### config.mk
export PLATFORM = sky130hd
export DESIGN_NAME = result_uart_tx
export DESIGN_NICKNAME = d
export VERILOG_FILES = /design/src/rtl/result_uart_tx.sv
export SDC_FILE = /design/constraint.sdc
export NUM_CORES = 1
export LEC_CHECK = 0
export CAP_MARGIN = 20
export CORE_MARGIN = 4
export CORE_UTILIZATION = 55
export DETAILED_ROUTE_END_ITERATION = 8
export PLACE_DENSITY = 0.85
export SLEW_MARGIN = 20
export SYNTH_ARGS = -nofsm -noshare
export SYNTH_HDL_FRONTEND = slang
export SYNTH_SLANG_ARGS = --single-unit
### constraint.sdc
create_clock -name CLK_i -period 13 [get_ports CLK_i]
set_input_delay 1.95 -clock CLK_i [delete_from_list [all_inputs] [get_ports CLK_i]]
set_output_delay 1.95 -clock CLK_i [all_outputs]
set_load 0.05 [all_outputs]
### src/rtl/result_uart_tx.sv
// result_uart_tx
// Serialises one X/Y/Z result per FINISHED rising edge as a 14-byte 8N1 UART
// frame: SYNC, X, Y and Z as big-endian 32-bit words, then an XOR checksum.
module result_uart_tx #(
    parameter int unsigned CLKS_PER_BIT = 868,
    parameter int unsigned DATA_W       = 28,
    parameter logic [7:0]  SYNC_BYTE    = 8'hA5
) (
    input  logic              CLK_i,
    input  logic              RST_i,
    input  logic              EN_i,
    input  logic              FINISHED_i,
    input  logic [DATA_W-1:0] X_i,
    input  logic [DATA_W-1:0] Y_i,
    input  logic [DATA_W-1:0] Z_i,
    output logic              TX_o,
    output logic              BUSY_o,
    output logic              DONE_o,
    output logic              OVERRUN_o
);

    localparam int unsigned      CNT_W     = $clog2(CLKS_PER_BIT);
    localparam logic [CNT_W-1:0] CNT_LAST  = CNT_W'(CLKS_PER_BIT - 1);
    localparam logic [3:0]       LAST_BYTE = 4'd13;

    typedef enum logic [1:0] {
        S_IDLE,
        S_START,
        S_DATA,
        S_STOP
    } state_e;

    state_e           state_q, state_d;
    logic [CNT_W-1:0] cnt_q, cnt_d;
    logic [2:0]       bit_q, bit_d;
    logic [3:0]       byte_q, byte_d;
    logic [7:0]       chk_q, chk_d;
    logic [31:0]      x_q, x_d;
    logic [31:0]      y_q, y_d;
    logic [31:0]      z_q, z_d;
    logic             fin_q;
    logic             done_q, done_d;
    logic             overrun_q, overrun_d;

    logic             rise;
    logic             accept;
    logic             bit_end;
    logic [7:0]       cur_byte;

    assign rise    = FINISHED_i & ~fin_q;
    assign accept  = rise & EN_i & (state_q == S_IDLE);
    assign bit_end = (cnt_q == CNT_LAST);

    // Select the frame byte currently on the wire from the latched words.
    always_comb begin
        cur_byte = SYNC_BYTE;
        case (byte_q)
            4'd0:    cur_byte = SYNC_BYTE;
            4'd1:    cur_byte = x_q[31:24];
            4'd2:    cur_byte = x_q[23:16];
            4'd3:    cur_byte = x_q[15:8];
            4'd4:    cur_byte = x_q[7:0];
            4'd5:    cur_byte = y_q[31:24];
            4'd6:    cur_byte = y_q[23:16];
            4'd7:    cur_byte = y_q[15:8];
            4'd8:    cur_byte = y_q[7:0];
            4'd9:    cur_byte = z_q[31:24];
            4'd10:   cur_byte = z_q[23:16];
            4'd11:   cur_byte = z_q[15:8];
            4'd12:   cur_byte = z_q[7:0];
            4'd13:   cur_byte = chk_q;
            default: cur_byte = SYNC_BYTE;
        endcase
    end

    // Next-state logic: capture on accept, then walk START/DATA/STOP per byte.
    always_comb begin
        // NOTE: every next-state signal takes its hold value first, so no branch can leave one unassigned and infer a latch.
        state_d   = state_q;
        cnt_d     = cnt_q;
        bit_d     = bit_q;
        byte_d    = byte_q;
        chk_d     = chk_q;
        x_d       = x_q;
        y_d       = y_q;
        z_d       = z_q;
        done_d    = 1'b0;
        overrun_d = overrun_q | (rise & (state_q != S_IDLE));

        if (state_q != S_IDLE) begin
            cnt_d = bit_end ? '0 : cnt_q + CNT_W'(1);
        end

        case (state_q)
            S_IDLE: begin
                if (accept) begin
                    state_d = S_START;
                    cnt_d   = '0;
                    bit_d   = 3'd0;
                    byte_d  = 4'd0;
                    chk_d   = 8'h00;
                    x_d     = 32'(X_i);
                    y_d     = 32'(Y_i);
                    z_d     = 32'(Z_i);
                end
            end
            S_START: begin
                if (bit_end) begin
                    state_d = S_DATA;
                    bit_d   = 3'd0;
                end
            end
            S_DATA: begin
                if (bit_end) begin
                    if (bit_q == 3'd7) begin
                        state_d = S_STOP;
                    end else begin
                        bit_d = bit_q + 3'd1;
                    end
                end
            end
            S_STOP: begin
                if (bit_end) begin
                    if (byte_q == LAST_BYTE) begin
                        state_d = S_IDLE;
                        byte_d  = 4'd0;
                        done_d  = 1'b1;
                    end else begin
                        // Fold the byte just sent into the running checksum.
                        chk_d   = chk_q ^ cur_byte;
                        byte_d  = byte_q + 4'd1;
                        state_d = S_START;
                    end
                end
            end
            default: state_d = S_IDLE;
        endcase
    end

    // Control state register with synchronous reset.
    always_ff @(posedge CLK_i) begin
        // NOTE: state registers use non-blocking assignment so every flop samples pre-edge values regardless of block order.
        if (RST_i) begin
            state_q   <= S_IDLE;
            cnt_q     <= '0;
            bit_q     <= 3'd0;
            byte_q    <= 4'd0;
            chk_q     <= 8'h00;
            fin_q     <= 1'b1;
            done_q    <= 1'b0;
            overrun_q <= 1'b0;
        end else begin
            state_q   <= state_d;
            cnt_q     <= cnt_d;
            bit_q     <= bit_d;
            byte_q    <= byte_d;
            chk_q     <= chk_d;
            fin_q     <= FINISHED_i;
            done_q    <= done_d;
            overrun_q <= overrun_d;
        end
    end

    // Latched result words.
    always_ff @(posedge CLK_i) begin
        // NOTE: the word registers carry no reset; they are only read in DATA, which is reachable only after an accept loads them.
        x_q <= x_d;
        y_q <= y_d;
        z_q <= z_d;
    end

    // Line driver: idle and stop are mark, start is space, data LSB first.
    always_comb begin
        TX_o = 1'b1;
        case (state_q)
            S_START: TX_o = 1'b0;
            S_DATA:  TX_o = cur_byte[bit_q];
            default: TX_o = 1'b1;
        endcase
    end

    assign BUSY_o    = (state_q != S_IDLE);
    assign DONE_o    = done_q;
    assign OVERRUN_o = overrun_q;

endmodule
Word-level counts from Yosys, hierarchy flattened. Cells that the tools add are included.

Magnitude comparators: 1. Muxes and demuxes: 29. Equal/unequal tests: 25. Reduce and logical (&&, ||, !) cells: 10. Bitwise operators: 9. $add $sub $neg: 3.

Operator list (count): $pmux 8 s13 (1); $mux 10 (4); $eq 4x4->1 const B (6); $mux 8 (3); $eq 4x3->1 const B (4); $pmux 8 s2 (1); $ne 2x2->1 const B (7); $mux 3 (4); $mux 4 (3); $add 10x1->10 const B (1); $eq 10x10->1 const B (1); $mux 2 (5); $reduce_and 5->1 (2); $pmux 3 s3 (1); $eq 4x2->1 const B (2); $pmux 2 s4 (1); $pmux 4 s2 (1); $xor 8x8->8 (1); $add 4x1->4 const B (1); $and 1x1->1 (4); $eq 2x2->1 const B (2); $eq 4x1->1 const B (1); $lt 3x4->1 const B (1); $reduce_and 4->1 (1); other kinds (14) (19).

Output and inout bits: 4. Input bits: 88. Word-level logic and storage cells: 88. Register bits: 114.

Logic depth before layout (Yosys ltp).
Depth in word-level cells: 6. Gate-level depth with buffers: 9. Mapped depth without buffers: 8.

Worst setup path after synthesis. OpenSTA, ideal clock, no wires.

Kind: input -> register. Start: input EN_i. End: register x_q[0] (enable). Buffers on the path: 0. Stages on the path: 2. Setup time: 0.527 ns. Setup slack: 6.862 ns. Arrival: 5.611 ns. Data required time: 12.473 ns. Cell sequence: nand3b_1 > nor2_1.

Word-level cells in the longest chain between the ends: 3.

Ends and longest elaborated chain: start, declared (line 11) `input logic EN_i,`; $and 1x1->1 (2 in a row) (line 51) `assign accept = rise & EN_i & (state_q == S_IDLE);`; $reduce_and 2->1 (no source line); end signal, assigned (line 167) `x_q <= x_d;`; end, declared (line 38) `logic [31:0] x_q, x_d;`.

No other way between the ends. A chain may end at the register's enable or synchronous reset.

Worst setup path after layout.
Start: register byte_q[0]. End: output TX_o.

Word-level cells in the longest chain between the ends: 5. Elaborated cells on any way between the ends: 17. Classes of those cells: 13 x eq/ne; 4 x mux.

Ends and longest elaborated chain: start, declared (line 36) `logic [3:0] byte_q, byte_d;`; start signal, assigned (line 156) `byte_q <= byte_d;`; $eq 4x4->1 (tied with other cells) (line 57) `case (byte_q)`; $pmux 8 s13 (*) (line 57); $bmux 1 s3 (*) (line 177) `S_DATA: TX_o = cur_byte[bit_q];`; $mux 1 (implied by the code) (*) (line 177); $pmux 1 s2 (*) (line 175) `case (state_q)`; end, declared (line 16) `output logic TX_o,`.

Every way passes the cells marked *; elsewhere a longest branch is shown, timed or not. The select of a mux whose other input is x is not followed.

==> tab_implementation.tex <==
\begin{tabular}{lr}
\hline
Metric & Value \\
\hline
\multicolumn{2}{l}{\textbf{STA}} \\
\quad Setup violators final & 0 \\
\quad Max-Slew Margin vs Limit & around 44\% \\
\quad RSZ-0062 raised after global routing & false \\
\quad Max-slew violation count & 0 \\
\quad Time the worst path needs with I/O delays and setup & about 5.7 ns \\
\quad Total negative slack & 0 ns \\
\quad Max Fclk & 0.176 GHz \\
\quad Final period util & 43.8\% \\
\quad Number of hold violations in the final report & 0 \\
\quad Measured slew at the worst slew-check pin & 0.835 ns \\
\quad Worst clock skew & 0.00751 ns \\
\multicolumn{2}{l}{\textbf{Power and ir drop}} \\
\quad Combinational cell fraction of total power & 14.6\% \\
\quad Pint & 0.000747 W \\
\quad Power density over the cells & roughly 150 mW/mm² \\
\quad Overall Power & 0.00101 W \\
\quad LEAKAGE & 2.22 nW \\
\quad Clock group share of total power & 43.8\% \\
\quad Worst vdd ir & about 120 µV \\
\quad Seq pwr share & 41.6\% \\
\quad Switching power & 0.000265 W \\
\quad Switching portion of total power & 26.2\% \\
\multicolumn{2}{l}{\textbf{Global routing}} \\
\quad Pin count of the biggest net entering global routing & 68 \\
\quad Number of antenna violations at the first check in global routing & 0 \\
\quad Total track usage & 21.8\% \\
\quad Total overflow reported by the global router & 0 \\
\quad First-pass GRT wire length & 19100 µm \\
\quad Vias in the first global route & 3924 \\
\multicolumn{2}{l}{\textbf{Critical path}} \\
\quad Worst stage delay on the critical path & 0.88 ns \\
\quad Crit Reg-Reg Startpoint & state\_q[0] \\
\quad Worst setup slack for register-to-register paths & 10.34 ns \\
\quad Cell chain of the critical path & buf\_4 -> nand2\_1 -> o221a\_1 -> o22a\_1 -> a211oi\_1 -> a2111oi\_0 -> o32ai\_1 -> clkdlybuf4s50\_1 \\
\quad Worst Path Arrival & roughly 3.7 ns \\
\quad CP Capture Type & primary output \\
\quad Cell depth of the worst flop-to-flop path & 5 \\
\quad Top delay family on crit path & buffers and inverters \\
\quad CP max stage cell & sky130\_fd\_sc\_hd\_\_clkdlybuf4s50\_1 \\
\quad Reg-to-Reg End & y\_q[11] \\
\quad Startpoint kind of the worst setup timing path & flip-flop \\
\quad Critical Path RT & roughly 11 ns \\
\quad Category of the most critical setup path & reg -> out \\
\quad CP Buf/Inv Count & 2 \\
\quad Highest fanout seen on the critical path & 52 \\
\multicolumn{2}{l}{\textbf{Cells and area}} \\
\quad Register area & 0.00313 mm² \\
\quad Number of inserted filler cells in the final layout & 624 \\
\quad P\&R area growth vs syn & 29.9\% \\
\quad Commonest non-fill, non-tap cells in the layout & 91 x sky130\_fd\_sc\_hd\_\_clkdlybuf4s50\_1, 84 x sky130\_fd\_sc\_hd\_\_edfxtp\_1, 33 x sky130\_fd\_sc\_hd\_\_nor2\_1 \\
\quad Area occupied by multi-input gates & 0.00196 mm² \\
\quad Inserted Diodes & 0 \\
\quad Final layout net count & 625 \\
\quad Layout cells sized above 1 & about 9.0\% \\
\quad Leading cell type in the layout, fill and taps excluded & sky130\_fd\_sc\_hd\_\_clkdlybuf4s50\_1 \\
\multicolumn{2}{l}{\textbf{Clocking}} \\
\quad Cell chosen for the clock root & sky130\_fd\_sc\_hd\_\_clkbuf\_8 \\
\quad Post-cts repair resize count & 0 \\
\quad Clock tree from TritonCTS & yes \\
\quad Clock Pin Slew Worst Setup and Hold Paths & 0.06 ns \\
\quad Post-CTS setup-driven buffer insertion count & 0 \\
\quad Sink count of the clock tree & roughly 110 \\
\quad Maximum count of clock buffers along a single path & 2 \\
\quad Number of CTS-inserted buffers & 17 \\
\quad \# H-tree levels & 4 \\
\quad Number of hold-repair buffers added at the cts stage & 0 \\
\quad Latest clock arrival within the worst-skew pair & 0.52 ns \\
\multicolumn{2}{l}{\textbf{Drt}} \\
\quad DRC marker count from the first detailed-route iteration & 257 \\
\quad Met1 routed wirelength after detailed routing & 4790 µm \\
\quad Vias per cell & 5.85 \\
\quad Routed length on met3 & around 870 µm \\
\quad TritonRoute pass-1 iters & 5 \\
\quad Post-detailed-routing wire length & 12100 µm \\
\quad Average wire length per cell after detail routing & 18.0 µm \\
\quad Highest routing layer actually used & met4 \\
\quad Met2 wire length & just over 6000 µm \\
\quad Total number of vias & 3926 \\
\quad Antenna-violating nets left & 0 \\
\quad Number of remaining DRC errors & 0 \\
\multicolumn{2}{l}{\textbf{Status}} \\
\quad Outcome & finished, final reports clean \\
\multicolumn{2}{l}{\textbf{Synth}} \\
\quad Post-synthesis sequential area ratio & 59.4\% \\
\quad Dominant synthesized flop cell & sky130\_fd\_sc\_hd\_\_edfxtp\_1 \\
\quad Proportion of synthesized flip-flops having asynchronous set or reset & 0\% \\
\quad Cell count after synthesis & roughly 440 \\
\quad Number of nets in the synthesized netlist & 538 \\
\quad Proportion of netlist area held by the largest area contributor & about 48\% \\
\quad Count of unique library cells instantiated by Yosys & 60 \\
\quad Area of the mapped netlist & 0.00526 mm² \\
\quad EDFF count, synth & between 80 and 90 \\
\quad Mapped Avg Cell Area & 11.9 µm² \\
\quad Flip-flop and latch count after synthesis & 114 \\
\quad Yosys warning total & 0 \\
\quad Leading post-synthesis cells by cell area & sky130\_fd\_sc\_hd\_\_edfxtp\_1 48\%, sky130\_fd\_sc\_hd\_\_dfxtp\_1 11\%, sky130\_fd\_sc\_hd\_\_nand3b\_1 3.7\%, sky130\_fd\_sc\_hd\_\_mux2i\_1 3.4\%, sky130\_fd\_sc\_hd\_\_a21oi\_1 3.0\% \\
\quad Cell type contributing the most total cell area after synthesis & sky130\_fd\_sc\_hd\_\_edfxtp\_1 \\
\multicolumn{2}{l}{\textbf{Floorplanning}} \\
\quad Number of rows created at floorplan & 35 \\
\quad Vertical die dimension & 106 µm \\
\quad Full die area & 0.0112 mm² \\
\quad Standard cell core area & 0.00928 mm² \\
\quad Initial core utilization & 56.6\% \\
\quad Overall die width & 106 µm \\
\quad I/O pin total & 92 \\
\multicolumn{2}{l}{\textbf{Min path}} \\
\quad Endpoint, Worst Hold & OVERRUN\_o \\
\quad Min-delay worst type & reg -> reg \\
\quad Origin of the worst min-delay path & OVERRUN\_o \\
\quad Hold path depth & 2 \\
\multicolumn{2}{l}{\textbf{Placed design}} \\
\quad RD Place Congestion & 0.906 \\
\quad Total of buffers placed on input and output ports & 91 \\
\quad Placed wire-length estimate after detailed placement & about 7900 µm \\
\multicolumn{2}{l}{\textbf{Run}} \\
\quad Max-capacitance violation count & 0 \\
\hline
\end{tabular}
-- cell type report --
class | instances | share of cell area (%)
Clock buffer | 17 | 6.07
Clock inverter | 14 | 2.27
Inverter | 12 | 0.660
Multi-Input combinational cell | 289 | 28.7
Sequential cell | 114 | 45.8
Tap cell | 129 | 2.36
Timing Repair Buffer | 96 | 14.2
-- layer usage --
layer / up-vias / track usage (%)
met2: 162 / 37.4
met5: - / 0
li1: 1865 / -
met1: 1874 / 25.8
met4: 0 / 8.42
met3: 25 / 6.49
-- sequential cells by signal, summed over array words and instances, names as in the netlist --
| signal | cells |
|---|---|
| DONE_o | 1 |
| OVERRUN_o | 1 |
| bit_q | 3 |
| byte_q | 4 |
| chk_q | 8 |
| cnt_q | 10 |
| fin_q | 1 |
| state_q | 2 |
| x_q | 28 |
| y_q | 28 |
| z_q | 28 |
-- stage by stage --
step	std cells	setup WS [ns]	hold slack, ns	utilization, %	area [µm²]
floorplan	443	6.86	0.451	-	5260
global placement	639	7.72	0.453	67.0	6220
detailed placement	639	7.61	0.479	67.0	6220
CTS	670	6.97	0.486	73.2	6790
global route	671	7.11	0.520	73.5	6830
finish	671	7.31	0.485	73.5	6830
-- how the worst max path moves through the flow --
| stage | startpoint | cells after the start | endpoint |
|---|---|---|---|
| 3_5_place_dp | byte_q[2] | 7 | TX_o |
| 2_1_floorplan | EN_i | 2 | x_q[0] |
| 4_1_cts | byte_q[2] | 7 | TX_o |
| 5_1_grt | byte_q[2] | 7 | TX_o |
| 3_3_place_gp | byte_q[2] | 7 | TX_o |
| 6_report | byte_q[0] | 8 | TX_o |
-- power by group through the flow --
stage | sequential [W] | clock [W] | combinational (W)
floorplan | 0.000427 | 0 | 0.0000905
global placement | 0.000427 | 0 | 0.000140
detailed placement | 0.000428 | 0 | 0.000143
CTS | 0.000421 | 0.000448 | 0.000145
global route | 0.000423 | 0.000465 | 0.000160
finish | 0.000421 | 0.000443 | 0.000147
-- cell usage after synthesis (2+ instances only) --
master and n:
sky130_fd_sc_hd__edfxtp_1 84, sky130_fd_sc_hd__nor2_1 34, sky130_fd_sc_hd__a21oi_1 32, sky130_fd_sc_hd__dfxtp_1 30, sky130_fd_sc_hd__nand3b_1 26, sky130_fd_sc_hd__mux2i_1 18
sky130_fd_sc_hd__nand2_1 17, sky130_fd_sc_hd__a211oi_1 14, sky130_fd_sc_hd__buf_2 13, sky130_fd_sc_hd__nand3_1 13, sky130_fd_sc_hd__inv_1 12, sky130_fd_sc_hd__o21ai_0 11
sky130_fd_sc_hd__clkbuf_1 9, sky130_fd_sc_hd__nor3_1 8, sky130_fd_sc_hd__xnor2_1 8, sky130_fd_sc_hd__ha_1 7, sky130_fd_sc_hd__nand2b_1 7, sky130_fd_sc_hd__buf_4 6
sky130_fd_sc_hd__nor4_1 6, sky130_fd_sc_hd__and3_1 5, sky130_fd_sc_hd__nand4b_1 5, sky130_fd_sc_hd__nor2b_1 5, sky130_fd_sc_hd__o32ai_1 5, sky130_fd_sc_hd__a21boi_0 4
sky130_fd_sc_hd__and2_1 4, sky130_fd_sc_hd__or3b_2 4, sky130_fd_sc_hd__a22oi_1 3, sky130_fd_sc_hd__a311oi_1 3, sky130_fd_sc_hd__a31oi_1 3, sky130_fd_sc_hd__nor3b_1 3
sky130_fd_sc_hd__o22ai_1 3, sky130_fd_sc_hd__or4bb_1 3, sky130_fd_sc_hd__a2111oi_0 2, sky130_fd_sc_hd__a211oi_2 2, sky130_fd_sc_hd__a21o_1 2, sky130_fd_sc_hd__a221oi_1 2
sky130_fd_sc_hd__and3b_1 2, sky130_fd_sc_hd__nand4_1 2, sky130_fd_sc_hd__o22a_1 2, sky130_fd_sc_hd__or2_2 2, sky130_fd_sc_hd__or3_1 2, sky130_fd_sc_hd__or3b_1 2
-- logic make-up (layout without fill, tap and decap cells) --
group                      Yosys count  in the layout  synth area share, %
DFF                                114            114                 59.4
and+or+nand+nor                    155            155                 17.5
xor gates and xnor gates             8              8                 1.33
muxes                               18             18                 3.43
buffers and inverters               40            139                 3.59
adders and majority gates            7              7                 1.67
AOI/OAI and AO/OA                  101            101                 13.1
-- worst min-delay path: stages, from the launching register on --
cell and delay [ns]:
sky130_fd_sc_hd__dfxtp_1 0.33, sky130_fd_sc_hd__a31oi_1 0.05, sky130_fd_sc_hd__nor2_1 0.07
(Power assumes the default switching activity.)
